`src/rtl/exe_stage.sv`:
```
// Execute stage of the 5-stage MIPS pipeline: ALU, HI/LO with single-cycle multiply
// and 32-step restoring divider, data-SRAM request generation and the ds/ms handshake.
module exe_stage #(
  parameter int DS_TO_ES_BUS_WD = 164,
  parameter int ES_TO_MS_BUS_WD = 87,
  parameter int ES_FWD_BUS_WD   = 39
) (
  input  logic                       clk,
  input  logic                       reset,
  input  logic                       ms_allowin,
  output logic                       es_allowin,
  input  logic                       ds_to_es_valid,
  input  logic [DS_TO_ES_BUS_WD-1:0] ds_to_es_bus,
  output logic                       es_to_ms_valid,
  output logic [ES_TO_MS_BUS_WD-1:0] es_to_ms_bus,
  output logic [ES_FWD_BUS_WD-1:0]   es_fwd_bus,
  output logic                       data_sram_en,
  output logic [3:0]                 data_sram_wen,
  output logic [31:0]                data_sram_addr,
  output logic [31:0]                data_sram_wdata
);

  typedef enum logic [1:0] {
    DIV_IDLE = 2'd0,
    DIV_RUN  = 2'd1,
    DIV_DONE = 2'd2
  } div_state_t;

  logic                       es_valid_r;
  logic [DS_TO_ES_BUS_WD-1:0] ds_to_es_bus_r;

  logic [11:0] alu_op_s;
  logic [15:0] ext_s;
  logic        res_from_mem_s;
  logic        gr_we_s;
  logic        mem_we_s;
  logic [4:0]  dest_s;
  logic [31:0] src1_s;
  logic [31:0] src2_s;
  logic [31:0] rt_value_s;
  logic [31:0] pc_s;

  assign alu_op_s       = ds_to_es_bus_r[163:152];
  assign ext_s          = ds_to_es_bus_r[151:136];
  assign res_from_mem_s = ds_to_es_bus_r[135];
  assign gr_we_s        = ds_to_es_bus_r[134];
  assign mem_we_s       = ds_to_es_bus_r[133];
  assign dest_s         = ds_to_es_bus_r[132:128];
  assign src1_s         = ds_to_es_bus_r[127:96];
  assign src2_s         = ds_to_es_bus_r[95:64];
  assign rt_value_s     = ds_to_es_bus_r[63:32];
  assign pc_s           = ds_to_es_bus_r[31:0];

  logic is_sb_s, is_sh_s, is_sw_s, is_mult_s, is_multu_s, is_div_s, is_divu_s;
  logic is_mfhi_s, is_mflo_s, is_mthi_s, is_mtlo_s, is_any_div_s;

  assign is_sb_s      = ext_s[4];
  assign is_sh_s      = ext_s[5];
  assign is_sw_s      = ext_s[6];
  assign is_mult_s    = ext_s[7];
  assign is_multu_s   = ext_s[8];
  assign is_div_s     = ext_s[9];
  assign is_divu_s    = ext_s[10];
  assign is_mfhi_s    = ext_s[11];
  assign is_mflo_s    = ext_s[12];
  assign is_mthi_s    = ext_s[13];
  assign is_mtlo_s    = ext_s[14];
  assign is_any_div_s = is_div_s | is_divu_s;

  div_state_t  div_state_r;
  logic [4:0]  div_cnt_r;
  logic [31:0] rem_r;
  logic [31:0] quo_r;
  logic [31:0] dvs_r;
  logic [31:0] hi_r;
  logic [31:0] lo_r;

  logic es_ready_go_s;
  logic es_fire_s;

  assign es_ready_go_s  = is_any_div_s ? (div_state_r == DIV_DONE) : 1'b1;
  assign es_allowin     = !es_valid_r || (es_ready_go_s && ms_allowin);
  assign es_to_ms_valid = es_valid_r && es_ready_go_s;
  assign es_fire_s      = es_to_ms_valid && ms_allowin;

  // Pipeline valid bit and decode bus capture
  always_ff @(posedge clk or posedge reset) begin
    if (reset) begin
      es_valid_r     <= 1'b0;
      ds_to_es_bus_r <= {DS_TO_ES_BUS_WD{1'b0}};
    end else begin
      if (es_allowin) begin
        es_valid_r <= ds_to_es_valid;
      end
      if (ds_to_es_valid && es_allowin) begin
        ds_to_es_bus_r <= ds_to_es_bus;
      end
    end
  end

  logic [31:0] alu_result_s;
  logic [4:0]  shamt_s;
  assign shamt_s = src1_s[4:0];

  // One-hot ALU operation select
  always_comb begin
    alu_result_s = 32'd0;
    case (alu_op_s)
      12'b0000_0000_0001: alu_result_s = src1_s + src2_s;
      12'b0000_0000_0010: alu_result_s = src1_s - src2_s;
      12'b0000_0000_0100: alu_result_s = {31'd0, $signed(src1_s) < $signed(src2_s)};
      12'b0000_0000_1000: alu_result_s = {31'd0, src1_s < src2_s};
      12'b0000_0001_0000: alu_result_s = src1_s & src2_s;
      12'b0000_0010_0000: alu_result_s = ~(src1_s | src2_s);
      12'b0000_0100_0000: alu_result_s = src1_s | src2_s;
      12'b0000_1000_0000: alu_result_s = src1_s ^ src2_s;
      12'b0001_0000_0000: alu_result_s = src2_s << shamt_s;
      12'b0010_0000_0000: alu_result_s = src2_s >> shamt_s;
      12'b0100_0000_0000: alu_result_s = $signed(src2_s) >>> shamt_s;
      12'b1000_0000_0000: alu_result_s = {src2_s[15:0], 16'd0};
      default:            alu_result_s = 32'd0;
    endcase
  end

  // Divider works on magnitudes; signs are restored from the still-held operands at DONE.
  logic        dvd_neg_s, dvs_neg_s;
  logic [31:0] abs_a_s, abs_b_s;
  logic [32:0] trial_s;
  logic        trial_ge_s;
  logic [31:0] trial_sub_s;
  logic [31:0] div_q_s, div_r_s, div_hi_s, div_lo_s;

  assign dvd_neg_s   = is_div_s & src1_s[31];
  assign dvs_neg_s   = is_div_s & src2_s[31];
  assign abs_a_s     = dvd_neg_s ? (32'd0 - src1_s) : src1_s;
  assign abs_b_s     = dvs_neg_s ? (32'd0 - src2_s) : src2_s;
  assign trial_s     = {rem_r, quo_r[31]};
  assign trial_ge_s  = trial_s >= {1'b0, dvs_r};
  assign trial_sub_s = trial_s[31:0] - dvs_r;
  assign div_q_s     = (dvd_neg_s ^ dvs_neg_s) ? (32'd0 - quo_r) : quo_r;
  assign div_r_s     = dvd_neg_s ? (32'd0 - rem_r) : rem_r;
  assign div_hi_s    = (src2_s == 32'd0) ? src1_s : div_r_s;
  assign div_lo_s    = (src2_s == 32'd0) ? 32'hFFFF_FFFF : div_q_s;

  // Restoring divider FSM: one quotient bit per RUN cycle, result held in DONE until fire
  always_ff @(posedge clk or posedge reset) begin
    if (reset) begin
      div_state_r <= DIV_IDLE;
      div_cnt_r   <= 5'd0;
      rem_r       <= 32'd0;
      quo_r       <= 32'd0;
      dvs_r       <= 32'd0;
    end else begin
      case (div_state_r)
        DIV_IDLE: begin
          if (es_valid_r && is_any_div_s) begin
            div_state_r <= DIV_RUN;
            div_cnt_r   <= 5'd0;
            rem_r       <= 32'd0;
            quo_r       <= abs_a_s;
            dvs_r       <= abs_b_s;
          end
        end
        DIV_RUN: begin
          rem_r     <= trial_ge_s ? trial_sub_s : trial_s[31:0];
          quo_r     <= {quo_r[30:0], trial_ge_s};
          div_cnt_r <= div_cnt_r + 5'd1;
          if (div_cnt_r == 5'd31) begin
            div_state_r <= DIV_DONE;
          end
        end
        DIV_DONE: begin
          if (es_fire_s) begin
            div_state_r <= DIV_IDLE;
          end
        end
        default: div_state_r <= DIV_IDLE;
      endcase
    end
  end

  // Sign-extending only for mult lets one 64-bit multiplier serve both signednesses.
  logic [63:0] mul_a_s, mul_b_s, mul_prod_s;
  assign mul_a_s    = {{32{is_mult_s & src1_s[31]}}, src1_s};
  assign mul_b_s    = {{32{is_mult_s & src2_s[31]}}, src2_s};
  assign mul_prod_s = mul_a_s * mul_b_s;

  // HI/LO update, committed only when the instruction leaves the stage
  always_ff @(posedge clk or posedge reset) begin
    if (reset) begin
      hi_r <= 32'd0;
      lo_r <= 32'd0;
    end else if (es_fire_s) begin
      if (is_mult_s || is_multu_s) begin
        hi_r <= mul_prod_s[63:32];
        lo_r <= mul_prod_s[31:0];
      end else if (is_any_div_s) begin
        hi_r <= div_hi_s;
        lo_r <= div_lo_s;
      end else if (is_mthi_s) begin
        hi_r <= src1_s;
      end else if (is_mtlo_s) begin
        lo_r <= src1_s;
      end
    end
  end

  logic [31:0] es_result_s;
  assign es_result_s = is_mfhi_s ? hi_r : (is_mflo_s ? lo_r : alu_result_s);

  assign es_to_ms_bus = {ext_s, res_from_mem_s, gr_we_s, dest_s, es_result_s, pc_s};
  assign es_fwd_bus   = {es_valid_r && gr_we_s, dest_s, res_from_mem_s, es_result_s};

  logic [3:0]  wen_s;
  logic [31:0] wdata_s;

  assign data_sram_en   = es_valid_r && (res_from_mem_s || mem_we_s) && ms_allowin && es_ready_go_s;
  assign data_sram_addr = src1_s + src2_s;

  // Store byte-lane enables and lane-replicated write data
  always_comb begin
    wen_s   = 4'b0000;
    wdata_s = rt_value_s;
    if (mem_we_s) begin
      if (is_sw_s) begin
        wen_s = 4'b1111;
      end else if (is_sh_s) begin
        wen_s   = 4'b0011 << {data_sram_addr[1], 1'b0};
        wdata_s = {2{rt_value_s[15:0]}};
      end else if (is_sb_s) begin
        wen_s   = 4'b0001 << data_sram_addr[1:0];
        wdata_s = {4{rt_value_s[7:0]}};
      end else begin
        wen_s = 4'b0000;
      end
    end else begin
      wen_s = 4'b0000;
    end
  end

  assign data_sram_wen   = wen_s;
  assign data_sram_wdata = wdata_s;

endmodule

```
`config.mk`:
```
export PLATFORM = sky130hd
export DESIGN_NAME = exe_stage
export DESIGN_NICKNAME = d
export VERILOG_FILES = /design/src/rtl/exe_stage.sv
export SDC_FILE = /design/constraint.sdc
export NUM_CORES = 2
export LEC_CHECK = 0
export BUFFER_PORTS_ARGS = -buffer_cell sky130_fd_sc_hd__buf_2
export CAP_MARGIN = 10
export CORE_MARGIN = 10
export CORE_UTILIZATION = 65
export CTS_CLUSTER_DIAMETER = 100
export DETAILED_ROUTE_END_ITERATION = 7
export PLACE_DENSITY = 0.84
export SLEW_MARGIN = 20
export SYNTH_ARGS = -nofsm -noshare
export SYNTH_HDL_FRONTEND = slang
export SYNTH_SLANG_ARGS = --single-unit
```
`constraint.sdc`:
```
create_clock -name clk -period 11.8 [get_ports clk]
set_clock_uncertainty 0.1 [all_clocks]
set_input_delay 0 -clock clk [delete_from_list [all_inputs] [get_ports clk]]
set_output_delay 0 -clock clk [all_outputs]
set_load 0.005 [all_outputs]
```
* Word level (Yosys, flattened, before mapping)
Cells that the tools add are included.
** Word-level totals
- Register bits after elaboration :: 332
- Bits of input ports :: 168
- Output and inout bits :: 197
** Cells by class
- Add/subtract/negate cells :: 8
- Multiply operators :: 1
- Magnitude comparators :: 3
- Eq/ne operators :: 19
- Shifts and indexed selects :: 5
- Mux-type cells :: 36
- Bitwise gates (word level) :: 10
- Reduce and logical (&&, ||, !) cells :: 23
** Operator list (number)
- 32-bit 2-to-1 mux :: 22
- 32-bit one-hot mux with 12 select lines :: 1
- 32-bit one-hot mux with 2 select lines :: 2
- 1-bit by 32-bit subtractor with 32-bit output, first input constant :: 4
- 32-bit less-than comparator :: 2
- 33-bit by 33-bit multiplier with 64-bit output :: 1
- 32-bit subtractor :: 2
- 33-bit by 32-bit greater-or-equal comparator with 1-bit output :: 1
- 32-bit adder :: 1
- 32-bit AND :: 1
- 32-bit zero test :: 1
- 32-bit inverter :: 1
- 32-bit bitwise OR :: 1
- 32-bit by 5-bit left shift with 32-bit output :: 1
- 32-bit by 5-bit right shift with 32-bit output :: 1
- 32-bit by 5-bit >>> shifter with 32-bit output :: 1
- 32-bit bitwise XOR :: 1
- 4-bit 2-to-1 mux :: 4
- 12-bit by 1-bit equality test with 1-bit output, second input constant :: 1
- 12-bit by 10-bit equality test with 1-bit output, second input constant :: 1
- 12-bit by 11-bit equality test with 1-bit output, second input constant :: 1
- 12-bit equality test, second input constant :: 1
- 12-bit by 2-bit equality test with 1-bit output, second input constant :: 1
- 12-bit by 3-bit equality test with 1-bit output, second input constant :: 1
- other kinds (30) :: 51

* Longest topological paths before layout
- Depth after elaboration :: 6
- Gate-level depth with buffers :: 36
- Depth with buffers taken out :: 31

* Least setup slack after synthesis
OpenSTA, ideal clock, no wires.
- Kind :: flip-flop to flip-flop
- Start :: register ds_to_es_bus_r[97]
- End :: register hi_r[31]
- Library setup time :: 125 ps
- Data arrival time :: 8539 ps
- Data required time :: 11575 ps
- Slack :: 3037 ps
- Cell stages (with the launch flop) :: 35
- Path buffers :: 7
- Cells stage by stage :: dfrtp_1 > clkbuf_1 > clkbuf_1 > buf_2 > buf_1 > clkbuf_1 > buf_1 > nand2_1 > fa_1 > fa_1 > inv_1 > ha_1 > inv_1 > fa_1 > fa_1 > inv_1 > fa_1 > fa_1 > inv_1 > fa_1 > inv_1 > ha_1 > clkbuf_1 > nand4_1 > nor3_1 > nand3_1 > a211o_1 > o211ai_1 > o21ai_1 > o41ai_1 > o211ai_1 > a21oi_1 > or4_1 > a31oi_1 > mux2_2
** Between the ends
- Longest elaborated chain between the ends :: 2
** RTL lines
- from (decl) :: RTL line 30 : logic [DS_TO_ES_BUS_WD-1:0] ds_to_es_bus_r;
- from (signal assigned) :: RTL line 90 : ds_to_es_bus_r <= {DS_TO_ES_BUS_WD{1'b0}};
- from (signal assigned) :: RTL line 96 : ds_to_es_bus_r <= ds_to_es_bus;
- 33-bit by 33-bit multiplier with 64-bit output :: RTL line 186 : assign mul_prod_s = mul_a_s * mul_b_s;
- 32-bit 2-to-1 mux :: RTL line 194 : if (is_mult_s || is_multu_s) begin
- to (signal assigned) :: RTL line 195 : hi_r <= mul_prod_s[63:32];
- to (signal assigned) :: RTL line 198 : hi_r <= div_hi_s;
- to (signal assigned) :: RTL line 201 : hi_r <= src1_s;
- to (decl) :: RTL line 75 : logic [31:0] hi_r;
No other way between the ends.
A chain may end at the register's enable or synchronous reset.

* Worst setup path in the final report
- Start :: register ds_to_es_bus_r[100]
- End :: register hi_r[31]
Same word-level chain as after synthesis.

==> flow_summary.yaml <==
place:
  hpwlAfterDp_um: 219400
  gp_congestion: 1.086
  io_buffers: 364
  dpl_worst_slack_ps: 2264
critical_path:
  worstSetupEndpointType: "register"
  cp_slowest_stage_delay_ps: 880
  start_kind: "register"
  crit_type: "register to register"
  r2r-end: "hi_r[31]"
  crit_end: "hi_r[31]"
  crit_path_top_delay_cell: "dfrtp_2"
  r2r_slack_ps: 1880
  cp-startpoint: "ds_to_es_bus_r[100]"
  crit_required_ps: 12230
  rr_worst_depth: 29
  crit_path_frequent_cell: "fa_1"
  arrival_ps: 10350
  crit_fanout: 21
  r2r_start: "ds_to_es_bus_r[100]"
sta:
  rsz0062_at_grt: "no"
  slew_headroom_pct: 13.47
  finalHoldViolations: 3
  slew_violations: 0
  fin_tns_setup_ps: 0
  fmax_mhz: 100.8
  holdWs_ps: -50.84
  setup_ws_ps: 1879
  period_minus_slack_ps: 9921
  worst_pin_slew_ps: 1298
  setup_viol: 0
  period_share_pct: 84.08
route:
  via_count: 63698
  first_iter_violations: 10282
  drc: 6
  vias_per_cell: 6.950
  wirelength_um: 306000
  drt_first_pass_iters: 8
  antenna_left: 0
  post_drt_wl_per_cell_um: 33.39
die:
  design.core.area_mm2: 0.09885
  rows: 115
  initial_utilization_pct: 65.76
  die_w_um: 336.2
  io_pins: 365
  die_y_um: 336.2
  die_area_mm2: 0.1131
logic_synthesis:
  yosysSeqAreaShare_pct: 12.78
  synth-edff-count: 0
  synth_top_area_share_pct: 34.74
  synth_flop_cell: "dfrtp_1"
  synth_common_cells: "inv_1, fa_1, nand2_1"
  yosys.area.top_type: "fa_1"
  syn_inst: 7649
  syn-cell-area_mm2: 0.06500
  ys_async_sr_fraction_pct: 100.0
  synth_area_leaders: "fa_1, dfrtp_1, inv_1"
  ys_warn_count: 0
  synth.net_count: 9291
  yosysMostFrequentCell: "inv_1"
  synth.avg_cell_area_um2: 8.498
  ys_types: 93
  synth-seq-cells: 332
finish:
  nNetsFinal: 9470
  areaGrowthSynthToFinish_pct: 9.041
  drive_above_1_share_pct: 10.85
  fill_cells: 6942
grt:
  grt_max_degree: 109
  grt_use_total_pct: 53.74
  grt_first_pass_wirelength_um: 440000
  grt_overflow_total: 0
  antenna_found_initial: 27
  grt_pass1_vias: 65791
status:
  failed_checks: "DRC, hold timing"
  status: "complete, but fails checks"
cts:
  cts_buffers: 44
  tritoncts: "built"
  clk-insertion-delay-late_ps: 700
  clockBufferDepth: 3
  cts_hold_buf: 194
  cts-root-buf: "clkbuf_16"
  htreeDepth: 2
  cts_resized: 0
  cts_setup_buffers: 0
  clkTransAtPathRegs_ps: 70
  cts.sinks: 332
hold_path:
  min_path_type: "input pin to register"
  hp-start: "ds_to_es_bus[69]"
run:
  drv_cap: 0
==> metal layers <==
layer / part of all wire, % / GRT usage (%) / up-vias
met5: 0.12 / 0.9978 / -
met4: 11 / 46.21 / 26
met3: 17 / 25.15 / 2168
met2: 40 / 75.32 / 6510
met1: 31 / 61.40 / 30519
li1: - / - / 24475
==> cell type report <==
type	instances	area [um2]	area share, %
Timing Repair Buffer	745	5187	7.319
Multi-Input combinational cell	5408	49230	69.46
Clock inverter	23	385.4	0.5437
Sequential cell	332	8322	11.74
Antenna cell	18	45.04	0.06355
Clock buffer	55	1222	1.725
Inverter	1297	4876	6.879
Tap cell	1287	1610	2.272
==> flip-flops by register name (all words and copies together), names as in the netlist <==
signal / cells
lo_r: 32
div_state_r: 2
quo_r: 32
rem_r: 32
div_cnt_r: 5
hi_r: 32
es_valid_r: 1
ds_to_es_bus_r: 164
dvs_r: 32
==> layout by cell type, fill, tap and decap left out, types with 39 or more instances in the layout <==
cell           Yosys  routed
o21ai_0          331     329
inv_1           1278    1275
buf_4            101     186
mux2_2           129     129
xnor2_1          190     190
o221ai_1          41      41
buf_2             27     364
a21o_1            62      62
a31oi_1           54      54
mux2i_1           50      50
nor2_1           674     672
fa_1            1128    1128
o21ai_1          101     102
clkbuf_16          0      44
a21oi_1          340     340
dfrtp_1          332     325
nand3_1           85      84
dlygate4sd3_1      0     194
nand2_1         1091    1091
a22oi_1           55      55
xor2_1            61      61
mux4_2            39      39
ha_1             346     346
nor3_1            60      60
a211oi_1          53      53
==> kinds of logic (layout without fill, tap and decap cells) <==
family / count (synthesis) / in the layout / share of synthesized area [%]
xor+xnor: 251 / 251 / 3.382
other cells: 0 / 18 / 0
mux: 218 / 218 / 4.356
compound gates: 1327 / 1327 / 12.76
flops: 332 / 332 / 12.78
fa+ha+maj: 1474 / 1474 / 41.40
simple gates: 2138 / 2138 / 13.67
buf+inv: 1909 / 2120 / 11.66
==> metrics by stage <==
step | utilization, % | std cells | hold slack, ps | cell area (um2)
6_report | 71.70 | 9165 | -50.84 | 70880
5_1_grt | 71.67 | 9153 | 21.27 | 70850
4_1_cts | 71.62 | 9146 | 1.305 | 70800
3_5_place_dp | 68.03 | 8874 | 63.00 | 67250
3_3_place_gp | 68.02 | 8873 | 61.28 | 67240
2_1_floorplan | - | 7649 | 8.370 | 65000
==> worst min-delay path by stage <==
stage	cells after the start	to
detailed placement	2	ds_to_es_bus_r[30]
finish	4	ds_to_es_bus_r[69]
global route	4	ds_to_es_bus_r[72]
floorplan	1	es_valid_r
global placement	2	ds_to_es_bus_r[24]
CTS	4	ds_to_es_bus_r[69]
==> worst max-delay path, delay by kind of cell, from the launching register on <==
family	cells	cell delay, ps
fa+ha+maj	9	3880
mux	1	290
compound gates	8	2550
flops	1	880
simple gates	4	790
buf+inv	7	1200
Power is left out: the tool's default activity adds up to more than one toggle a clock period on the data nets, which glitch-free logic cannot reach.
